[config.mk]
export PLATFORM = sky130hd
export DESIGN_NAME = addsub_result_stage
export DESIGN_NICKNAME = d
export VERILOG_FILES = /design/src/rtl/addsub_result_stage.sv
export SDC_FILE = /design/constraint.sdc
export NUM_CORES = 1
export LEC_CHECK = 0
export CAP_MARGIN = 10
export CORE_MARGIN = 3
export CORE_UTILIZATION = 49
export CTS_CLUSTER_DIAMETER = 100
export DETAILED_ROUTE_END_ITERATION = 8
export MAX_ROUTING_LAYER = met4
export PLACE_DENSITY = 0.88
export SYNTH_ARGS = -nofsm -noshare
export SYNTH_HDL_FRONTEND = slang
export SYNTH_SLANG_ARGS = --single-unit
[constraint.sdc]
create_clock -name clk -period 1.8 [get_ports clk]
set_input_delay 0.36 -clock clk [delete_from_list [all_inputs] [get_ports clk]]
set_output_delay 0.36 -clock clk [all_outputs]
set_load 0.03 [all_outputs]
[src/rtl/addsub_result_stage.sv]
// addsub_result_stage
//   Registered result-capture stage for a WIDTH-bit ripple adder/subtractor.
//   Derives ALU status flags from the raw sum/cout and operand sign bits and
//   buffers them in a DEPTH-entry FIFO with valid/ready handshakes on both sides.
//   It also keeps a saturating count of accepted signed-overflow results.
//
// Ports
//   clk, rst      rising-edge clock, asynchronous active-high reset
//   in_valid/in_ready    upstream handshake (in_ready depends on stored state only)
//   sum, cout            raw adder/subtractor outputs
//   mode                 0 = add, 1 = subtract
//   a_msb, b_msb         operand sign bits (b before mode inversion)
//   out_valid/out_ready  downstream handshake for the head entry
//   out_result, out_carry, out_borrow, out_zero, out_neg, out_ovf
//                        head entry; all zero while the FIFO is empty
//   occupancy            number of entries held
//   ovf_count, ovf_clr   saturating overflow event count and its synchronous clear
module addsub_result_stage #(
  parameter int WIDTH = 4,
  parameter int DEPTH = 2,
  parameter int CNT_W = 8
) (
  input  logic                     clk,
  input  logic                     rst,
  input  logic                     in_valid,
  output logic                     in_ready,
  input  logic [WIDTH-1:0]         sum,
  input  logic                     cout,
  input  logic                     mode,
  input  logic                     a_msb,
  input  logic                     b_msb,
  output logic                     out_valid,
  input  logic                     out_ready,
  output logic [WIDTH-1:0]         out_result,
  output logic                     out_carry,
  output logic                     out_borrow,
  output logic                     out_zero,
  output logic                     out_neg,
  output logic                     out_ovf,
  output logic [$clog2(DEPTH):0]   occupancy,
  output logic [CNT_W-1:0]         ovf_count,
  input  logic                     ovf_clr
);

  localparam int PTR_W = $clog2(DEPTH);
  localparam int OCC_W = PTR_W + 1;
  localparam logic [OCC_W-1:0] DEPTH_OCC = OCC_W'(DEPTH);
  localparam logic [CNT_W-1:0] CNT_MAX   = '1;

  typedef struct packed {
    logic [WIDTH-1:0] result;
    logic             carry;
    logic             borrow;
    logic             zero;
    logic             neg;
    logic             ovf;
  } entry_t;

  entry_t             mem_q [DEPTH];
  entry_t             mem_d [DEPTH];
  logic [PTR_W-1:0]   wr_ptr_q, wr_ptr_d;
  logic [PTR_W-1:0]   rd_ptr_q, rd_ptr_d;
  logic [OCC_W-1:0]   count_q, count_d;
  logic [CNT_W-1:0]   ovf_cnt_q, ovf_cnt_d;

  entry_t in_entry;
  entry_t head;
  logic   b_eff;
  logic   push;
  logic   pop;

  // Flags for the result currently presented upstream.
  always_comb begin
    b_eff           = b_msb ^ mode;
    in_entry        = '0;
    in_entry.result = sum;
    in_entry.carry  = cout;
    in_entry.borrow = mode & ~cout;
    in_entry.zero   = (sum == '0);
    in_entry.neg    = sum[WIDTH-1];
    in_entry.ovf    = (a_msb == b_eff) & (sum[WIDTH-1] != a_msb);
  end

  assign in_ready  = (count_q < DEPTH_OCC);
  assign out_valid = (count_q != '0);
  assign push      = in_valid & in_ready;
  assign pop       = out_valid & out_ready;

  always_comb begin
    mem_d    = mem_q;
    wr_ptr_d = wr_ptr_q;
    rd_ptr_d = rd_ptr_q;
    count_d  = count_q;
    if (push) begin
      mem_d[wr_ptr_q] = in_entry;
      wr_ptr_d        = wr_ptr_q + PTR_W'(1);
    end
    if (pop) begin
      rd_ptr_d = rd_ptr_q + PTR_W'(1);
    end
    case ({push, pop})
      2'b10:   count_d = count_q + OCC_W'(1);
      2'b01:   count_d = count_q - OCC_W'(1);
      default: count_d = count_q;
    endcase
  end

  // Clear wins over a same-cycle increment.
  always_comb begin
    ovf_cnt_d = ovf_cnt_q;
    if (ovf_clr) begin
      ovf_cnt_d = '0;
    end else if (push && in_entry.ovf && (ovf_cnt_q != CNT_MAX)) begin
      ovf_cnt_d = ovf_cnt_q + CNT_W'(1);
    end
  end

  always_ff @(posedge clk or posedge rst) begin
    if (rst) begin
      for (int unsigned i = 0; i < DEPTH; i++) begin
        mem_q[i] <= '0;
      end
      wr_ptr_q  <= '0;
      rd_ptr_q  <= '0;
      count_q   <= '0;
      ovf_cnt_q <= '0;
    end else begin
      mem_q     <= mem_d;
      wr_ptr_q  <= wr_ptr_d;
      rd_ptr_q  <= rd_ptr_d;
      count_q   <= count_d;
      ovf_cnt_q <= ovf_cnt_d;
    end
  end

  // Popped slots keep stale data, so the head is masked while empty.
  assign head = out_valid ? mem_q[rd_ptr_q] : '0;

  assign out_result = head.result;
  assign out_carry  = head.carry;
  assign out_borrow = head.borrow;
  assign out_zero   = head.zero;
  assign out_neg    = head.neg;
  assign out_ovf    = head.ovf;
  assign occupancy  = count_q;
  assign ovf_count  = ovf_cnt_q;

endmodule

**Word level (Yosys, flattened, before mapping)**

Index checks and enable logic that the tools add are counted.

- Word-level logic and storage cells: 55
- Output and inout bits: 21
- Input port bits: 13
- Flip-flop bits (word level): 30

- Mux-type cells: 10
- Reduce and logical (&&, ||, !) cells: 7
- Bitwise operators: 8
- $lt $le $gt $ge: 4
- $add $sub $neg: 5
- Equal/unequal tests: 5

Operator list:

| cell | number |
|---|---|
| $mux 9 | 5 |
| $bwmux 18 | 1 |
| $mux 8 | 2 |
| $demux 9 s1 | 1 |
| $add 8x1->8 const B | 1 |
| $ne 8x8->1 const B | 1 |
| $reduce_bool 2->1 | 3 |
| $and 1x1->1 | 4 |
| $ge 2x2->1 const B | 2 |
| $logic_not 4->1 | 1 |
| $not 1->2 | 2 |
| $pmux 2 s2 | 1 |
| $logic_and 1x1->1 | 3 |
| $add 1x1->1 const B | 2 |
| $add 2x1->2 const B | 1 |
| $eq 2x1->1 const B | 1 |
| $eq 2x2->1 const B | 1 |
| $lt 2x1->1 const B | 1 |
| $lt 2x2->1 const B | 1 |
| $sub 2x1->2 const B | 1 |
| $eq 1x1->1 | 1 |
| $ne 1x1->1 | 1 |
| $not 1->1 | 1 |
| $xor 1x1->1 | 1 |

**Longest topological paths before layout**

Gate-level depths: netlist (run 1).

- Depth in word-level cells: 7
- Mapped depth: 6
- Depth with buffers taken out: 6

**Worst setup path after synthesis (run 1)**

Ideal clock, no wire load.

- Path type: reg-to-output
- Start point: register rd_ptr_q
- End point: output port out_result[3]
- Setup slack: -0.112 ns
- Arrival: 1.552 ns
- Path buffers: 2
- Cell stages (with the launch flop): 5
- Cell sequence: dfrtp_1 -> clkbuf_1 -> mux2i_1 -> nor2_1 -> buf_4

- Cells in the longest elaborated chain, start to end: 5

RTL lines:

| what | line | text |
|---|---|---|
| start, declared | 62 | `logic [PTR_W-1:0] rd_ptr_q, rd_ptr_d;` |
| start signal, assigned | 130 | `rd_ptr_q <= rd_ptr_d;` |
| $not 1->2 (implied by the code) | 137 | `assign head = out_valid ? mem_q[rd_ptr_q] : '0;` |
| $mux 9 (implied by the code) (3 in a row) | 137 |  |
| $mux 9 | 137 |  |
| end, declared | 34 | `output logic [WIDTH-1:0] out_result,` |

No other way between the ends. The select of a mux whose other input is x is not followed.

**Worst setup path after layout (run 1)**

Same ends and word-level chain as after synthesis.

==> results of run 1 <==
-- worst register-to-register path, cell delays in order (launching register included) --
cell and delay (ns):
dfrtp_2 0.47, and4bb_1 0.27, mux2i_1 0.07, buf_4 0.16
or4_1 0.49, a21oi_1 0.17
-- kinds of logic (layout without fill, tap and decap cells) --
| kind of cell | after synthesis | in the layout | share of synthesized area, % |
|---|---|---|---|
| simple gates | 65 | 65 | 22.6 |
| buf+inv | 10 | 56 | 3.17 |
| compound gates | 20 | 20 | 8.62 |
| flops | 28 | 28 | 49.3 |
| xor+xnor | 5 | 5 | 3.61 |
| fa+ha+maj | 2 | 2 | 1.76 |
| mux | 15 | 15 | 11.0 |
-- placed cells by master (no fill, tap or decap), drive strengths merged, types with 3 or more instances in the layout --
cell	synthesis	routed
clkbuf	3	3
clkdlybuf4s50	0	12
xnor2	4	4
nor2	13	13
nand3	7	7
o31ai	4	4
inv	5	5
buf	2	24
dfrtp	28	28
o21ai	7	7
mux2i	10	10
or4	4	4
a21oi	6	6
nand2	27	27
mux2	5	5
dlygate4sd2	0	12
-- routing by layer --
metal | share of wire (%) | GRT usage, %
met3 | 5.0 | 3.89
met4 | 0.66 | 5.06
met2 | 49 | 32.3
met5 | 0 | -
met1 | 45 | 28.4
-- state kept, by name, indices dropped and copies added, names as in the netlist --
name,count
wr_ptr_q,1
ovf_count,8
mem_q,16
rd_ptr_q,1
occupancy,2
-- power by group --
group	switching, mW	internal (mW)	total (mW)	leakage, nW
registers	0.170	0.843	1.01	0.359
clock network	0.180	0.0787	0.259	0.0138
logic	0.793	0.578	1.37	0.550
-- layout make-up --
cell class	count	area [um^2]	area share, %
repair buffers	48	405	21.6
inverters	5	18.8	1.00
multi-input cells	107	686	36.6
well taps	30	37.5	2.00
flip-flops and latches	28	703	37.5
clock buffers	3	22.5	1.20
-- worst paths after layout --
check                              from            end  slack (ns)  depth (start not counted)
max in group asynchronous           rst   occupancy[1]        1.14                          3
min in group clk               mem_q[3]       mem_q[3]        0.50                          2
hold / removal                      rst       mem_q[9]        0.38                          3
setup reg to reg           occupancy[1]   ovf_count[3]        0.10                          5
setup / recovery               rd_ptr_q  out_result[3]        0.05                          3
hold reg to reg                mem_q[3]       mem_q[3]        0.50                          2
-- through the flow --
step	setup slack, ns	util (%)	std cells	cell area (um^2)	TNS, ns
floorplan	0.0255	-	145	1430	0
global placement	-0.236	71.1	218	1860	-1.30
detailed placement	-0.284	71.1	218	1860	-1.73
CTS	0.0412	71.5	221	1870	0
global route	-0.00850	71.7	221	1870	-0.0112
finish	0.0546	71.7	221	1870	0
-- timing repair --
| item | 4_1_cts | 5_1_grt |
|---|---|---|
| setup endpoints to repair | 21 | 12 |
| resized for setup | 14 | 2 |
| pin swaps | 0 | 0 |
| hold buffers | 0 | 0 |
==> results.sh, run 1 <==
export IMPL_fin_crit_ns=1.75
export IMPL_critical_path_required_ns=1.44
export IMPL_p_leak_nw=0.922
export IMPL_worst_path_buf_inv=1
export IMPL_setup_viol=0
export IMPL_synth_area_leaders="dfrtp_1, nand2_1, mux2i_1, mux2_2, nor2_1"
export IMPL_gp_congestion=0.880
export IMPL_relSlewSlack_pct=67.6
export IMPL_dp_hpwl_mm=2.50
export IMPL_worst_slew_pin_slew_ns=0.482
export IMPL_cp_end_kind="primary output"
export IMPL_synth_seq_cells=28
export IMPL_die_w_um=59.9
export IMPL_die_h_um=59.9
export IMPL_antenna_found_initial=0
export IMPL_rows=18
export IMPL_rsz0062_at_grt="yes"
export IMPL_hold_viol=0
export IMPL_overflow=0
export IMPL_critPathMaxStageDelay_ns=0.57
export IMPL_n_antenna_cell=0
export IMPL_areaGrowthSynthToFinish_pct=31.7
export IMPL_cts_max_level=1
export IMPL_synth_edf_count=0
export IMPL_synthArstFlopShare_pct=100
export IMPL_portBuffers=33
export IMPL_period_share_pct=97.0
export IMPL_nNetsFinal=208
export IMPL_clkTransAtPathRegs_ns=0.14
export IMPL_peakVddDrop_mv=1.24
export IMPL_dieArea_um2=3590
export IMPL_post_cts_buffers=0
export IMPL_hp_class="in2async"
export IMPL_syn_avg_cell_area_um2=9.81
export IMPL_ys_warnings_count=0
export IMPL_first_pass_iters=4
export IMPL_synth_cell_area_um2=1420
export IMPL_drc_errors=0
export IMPL_grt_pass1_vias=1220
export IMPL_clock_fmax_mhz=573
export IMPL_max_cap_violations=0
export IMPL_cellPowerDensity_nw_per_um2=1410
export IMPL_yosysMostFrequentCell="dfrtp_1"
export IMPL_p_total_mw=2.64
export IMPL_synth_nets=160
export IMPL_grtUsageTotal_pct=20.9
export IMPL_grt_pass1_wl_mm=5.54
export IMPL_cts_buffer_depth=2
export IMPL_slowest_stage="dfrtp_2"
export IMPL_post_synth_top_area_cell="dfrtp_1"
export IMPL_cts_tree="built"
export IMPL_crit_path_start_kind="flip-flop"
export IMPL_drtAntennaViolNets=0
export IMPL_grt_max_degree=29
export IMPL_top_level_ports=34
export IMPL_crit_chain="mux2i_1 > nor2_2 > buf_4"
export IMPL_layout_drive_gt1_share_pct=19.9
export IMPL_synth_ff_type="dfrtp_1"
export IMPL_ys_top_cells_by_count="dfrtp_1, nand2_1, nor2_1, mux2i_1, nand3_1"
export IMPL_critPathKind="reg2out"
export IMPL_crit_fanout=9
export IMPL_clock_sinks=28
export IMPL_routed_via_density=5.57
export IMPL_cts_buffers=3
export IMPL_synth_top_area_share_pct=49.3
export IMPL_netlist_instances=145
export IMPL_drv_slew=0
export IMPL_final_setup_skew_ns=0.00598
export IMPL_wl_mm=3.33
export IMPL_initial_core_util_pct=54.5
export IMPL_outcome="finished, final reports clean"
export IMPL_hold_slack_ns=0.377
export IMPL_core_region_area_um2=2610
export IMPL_synth_distinct_cells=31
export IMPL_num_fill_cells=201
export IMPL_route_detailed_wl_per_inst_um=15.1
export IMPL_vias=1232
export IMPL_dr_first_iter_drc_count=46
export IMPL_worstPathArrival_ns=1.39
export IMPL_critical_path_top_delay_family="flip-flops"
export IMPL_yosysSeqAreaShare_pct=49.3
export IMPL_root_buffer="clkbuf_4"
export IMPL_clk_latency_ns=0.33
(Power assumes the default switching activity.)
==> run 2, diff against run 1 <==
==> constraint.sdc (replaced) <==
create_clock -name clk -period 1.8 [get_ports clk]
set_input_delay 0.27 -clock clk [delete_from_list [all_inputs] [get_ports clk]]
set_output_delay 0.27 -clock clk [all_outputs]
set_load 0.03 [all_outputs]
==> run 2 against run 1 <==
Cell count is the same. Critical path depth down 2. Sequential power barely moved. Setup slack better by 0.0089 ns. Hold slack lost 0.082 ns. Maximum frequency grew 0.52%. Routed wire length up 0.18%. Via count grew 0.65%. Combinational power barely moved. Clock-buffer cell count grew 1. Total power rose by 2.2%. Sequential share of layout area down 0.59 points. Critical path type unchanged.
==> results.sh, run 2 (synthesis results as in run 1) <==
export IMPL_outcome="finished, final reports clean"
export IMPL_grt_max_degree=29
export IMPL_dp_hpwl_mm=2.61
export IMPL_first_pass_iters=4
export IMPL_dieArea_um2=3590
export IMPL_cts_buffers=3
export IMPL_top_level_ports=34
export IMPL_p_sw_mw=1.16
export IMPL_setup_tns_ns=0
export IMPL_max_flop_register="mem_q"
export IMPL_p_int_mw=1.54
export IMPL_core_region_area_um2=2610
export IMPL_cts_buffer_depth=2
export IMPL_crit_chain="clkdlybuf4s50_1"
export IMPL_cellPowerDensity_nw_per_um2=1420
export IMPL_worst_slew_pin_slew_ns=0.474
export IMPL_crit_path_start_kind="flip-flop"
export IMPL_dr_first_iter_drc_count=40
export IMPL_hp_class="in2async"
export IMPL_largest_reg_flops=16
export IMPL_hold_viol=0
export IMPL_swShare_pct=42.8
export IMPL_num_fill_cells=193
export IMPL_max_cap_violations=0
export IMPL_drc_errors=0
export IMPL_pwr_share_seq_pct=38.1
export IMPL_worst_path_buf_inv=1
export IMPL_final_cell_mix="nand2_1, dfrtp_1, buf_4"
export IMPL_portBuffers=33
export IMPL_cp_end_kind="primary output"
export IMPL_peakVddDrop_mv=1.19
export IMPL_nNetsFinal=207
export IMPL_power_share_clock_pct=11.3
export IMPL_post_cts_buffers=0
export IMPL_grt_pass1_wl_mm=5.51
export IMPL_drtAntennaViolNets=0
export IMPL_layout_commonest_cell="nand2_1"
export IMPL_rrSetupSlack_ns=0.09
export IMPL_slowest_stage="clkdlybuf4s50_1"
export IMPL_initial_core_util_pct=54.5
export IMPL_grtUsageTotal_pct=20.6
export IMPL_antenna_found_initial=0
export IMPL_critPathMaxStageDelay_ns=0.70
export IMPL_routed_via_density=5.61
export IMPL_drv_slew=0
export IMPL_layout_drive_gt1_share_pct=19.4
export IMPL_final_setup_skew_ns=0.00485
export IMPL_grt_pass1_vias=1237
export IMPL_clock_sinks=28
export IMPL_worstPathArrival_ns=1.47
export IMPL_clkTransAtPathRegs_ns=0.15
export IMPL_vias=1240
export IMPL_setup_viol=0
export IMPL_gp_congestion=0.865
export IMPL_clk_latency_ns=0.32
export IMPL_cts_tree="built"
export IMPL_fin_crit_ns=1.74
export IMPL_areaGrowthSynthToFinish_pct=33.8
export IMPL_relSlewSlack_pct=68.1
export IMPL_die_h_um=59.9
export IMPL_critPathKind="reg2out"
export IMPL_route_detailed_wl_per_inst_um=15.1
export IMPL_clock_fmax_mhz=576
export IMPL_critical_path_top_delay_family="buffers and inverters"
export IMPL_comb_power_share_pct=50.6
export IMPL_final_util_pct=72.8
export IMPL_overflow=0
export IMPL_rsz0062_at_grt="no"
export IMPL_die_w_um=59.9
export IMPL_critical_path_required_ns=1.53
export IMPL_crit_fanout=6
export IMPL_wl_mm=3.33
export IMPL_p_leak_nw=0.975
export IMPL_period_share_pct=96.5
export IMPL_rows=18
export IMPL_root_buffer="clkbuf_4"
export IMPL_n_antenna_cell=0
export IMPL_cts_max_level=1
[run 2: cell count changes in the layout (fill, tap and decap cells not counted), sizes merged]
cell,change
clkbuf,+1
dlymetal6s2s,+6
buf,-1
clkdlybuf4s50,+4
dlygate4sd2,-10
[run 2: area by class of cell]
type | count | area (um^2) | area share [%]
clock buffer | 4 | 36.3 | 1.91
inverter | 5 | 18.8 | 0.986
multi-input combinational | 107 | 682 | 35.8
sequential | 28 | 703 | 36.9
tap | 30 | 37.5 | 1.97
timing repair buffer | 47 | 425 | 22.4
[run 2: metal layers]
| layer | vias up | track usage, % | part of all wire, % |
|---|---|---|---|
| met3 | 6 | 3.67 | 4.2 |
| li1 | 601 | - | - |
| met5 | - | - | 0 |
| met1 | 607 | 26.2 | 44 |
| met4 | 0 | 3.48 | 0.93 |
| met2 | 26 | 34.9 | 50 |
[run 2: timing repair]
action / CTS / global route
endpoints found under the setup margin: 2 / 16
pin swaps: 0 / 0
gates resized for setup: 2 / 9
hold buffers: 0 / 0
[run 2: power groups by stage]
stage	Combinational [mW]	Sequential (mW)	Clock (mW)
floorplan	0.923	0.999	0
detailed placement	1.40	1.04	0
global route	1.49	1.06	0.327
finish	1.37	1.03	0.304
CTS	1.39	1.02	0.308
global placement	1.35	1.01	0
[run 2: final timing paths]
path,startpoint,cells after the start,endpoint
setup / recovery,ovf_count[3],1,ovf_count[3]
hold / removal,rst,3,mem_q[11]
setup reg to reg,occupancy[1],5,ovf_count[3]
hold reg to reg,mem_q[14],2,mem_q[14]
max in group asynchronous,rst,3,occupancy[1]
min in group clk,mem_q[14],2,mem_q[14]
[run 2: through the flow]
stage / hold slack (ns) / power [mW] / instance area [um^2] / worst slack, ns / std cells
floorplan: 0.333 / 1.92 / 1430 / 0.0255 / 145
global placement: 0.456 / 2.37 / 1850 / -0.147 / 217
detailed placement: 0.474 / 2.44 / 1850 / -0.213 / 217
CTS: 0.305 / 2.72 / 1880 / 0.00000733 / 221
global route: 0.312 / 2.87 / 1900 / 0.0114 / 221
finish: 0.295 / 2.70 / 1900 / 0.0636 / 221
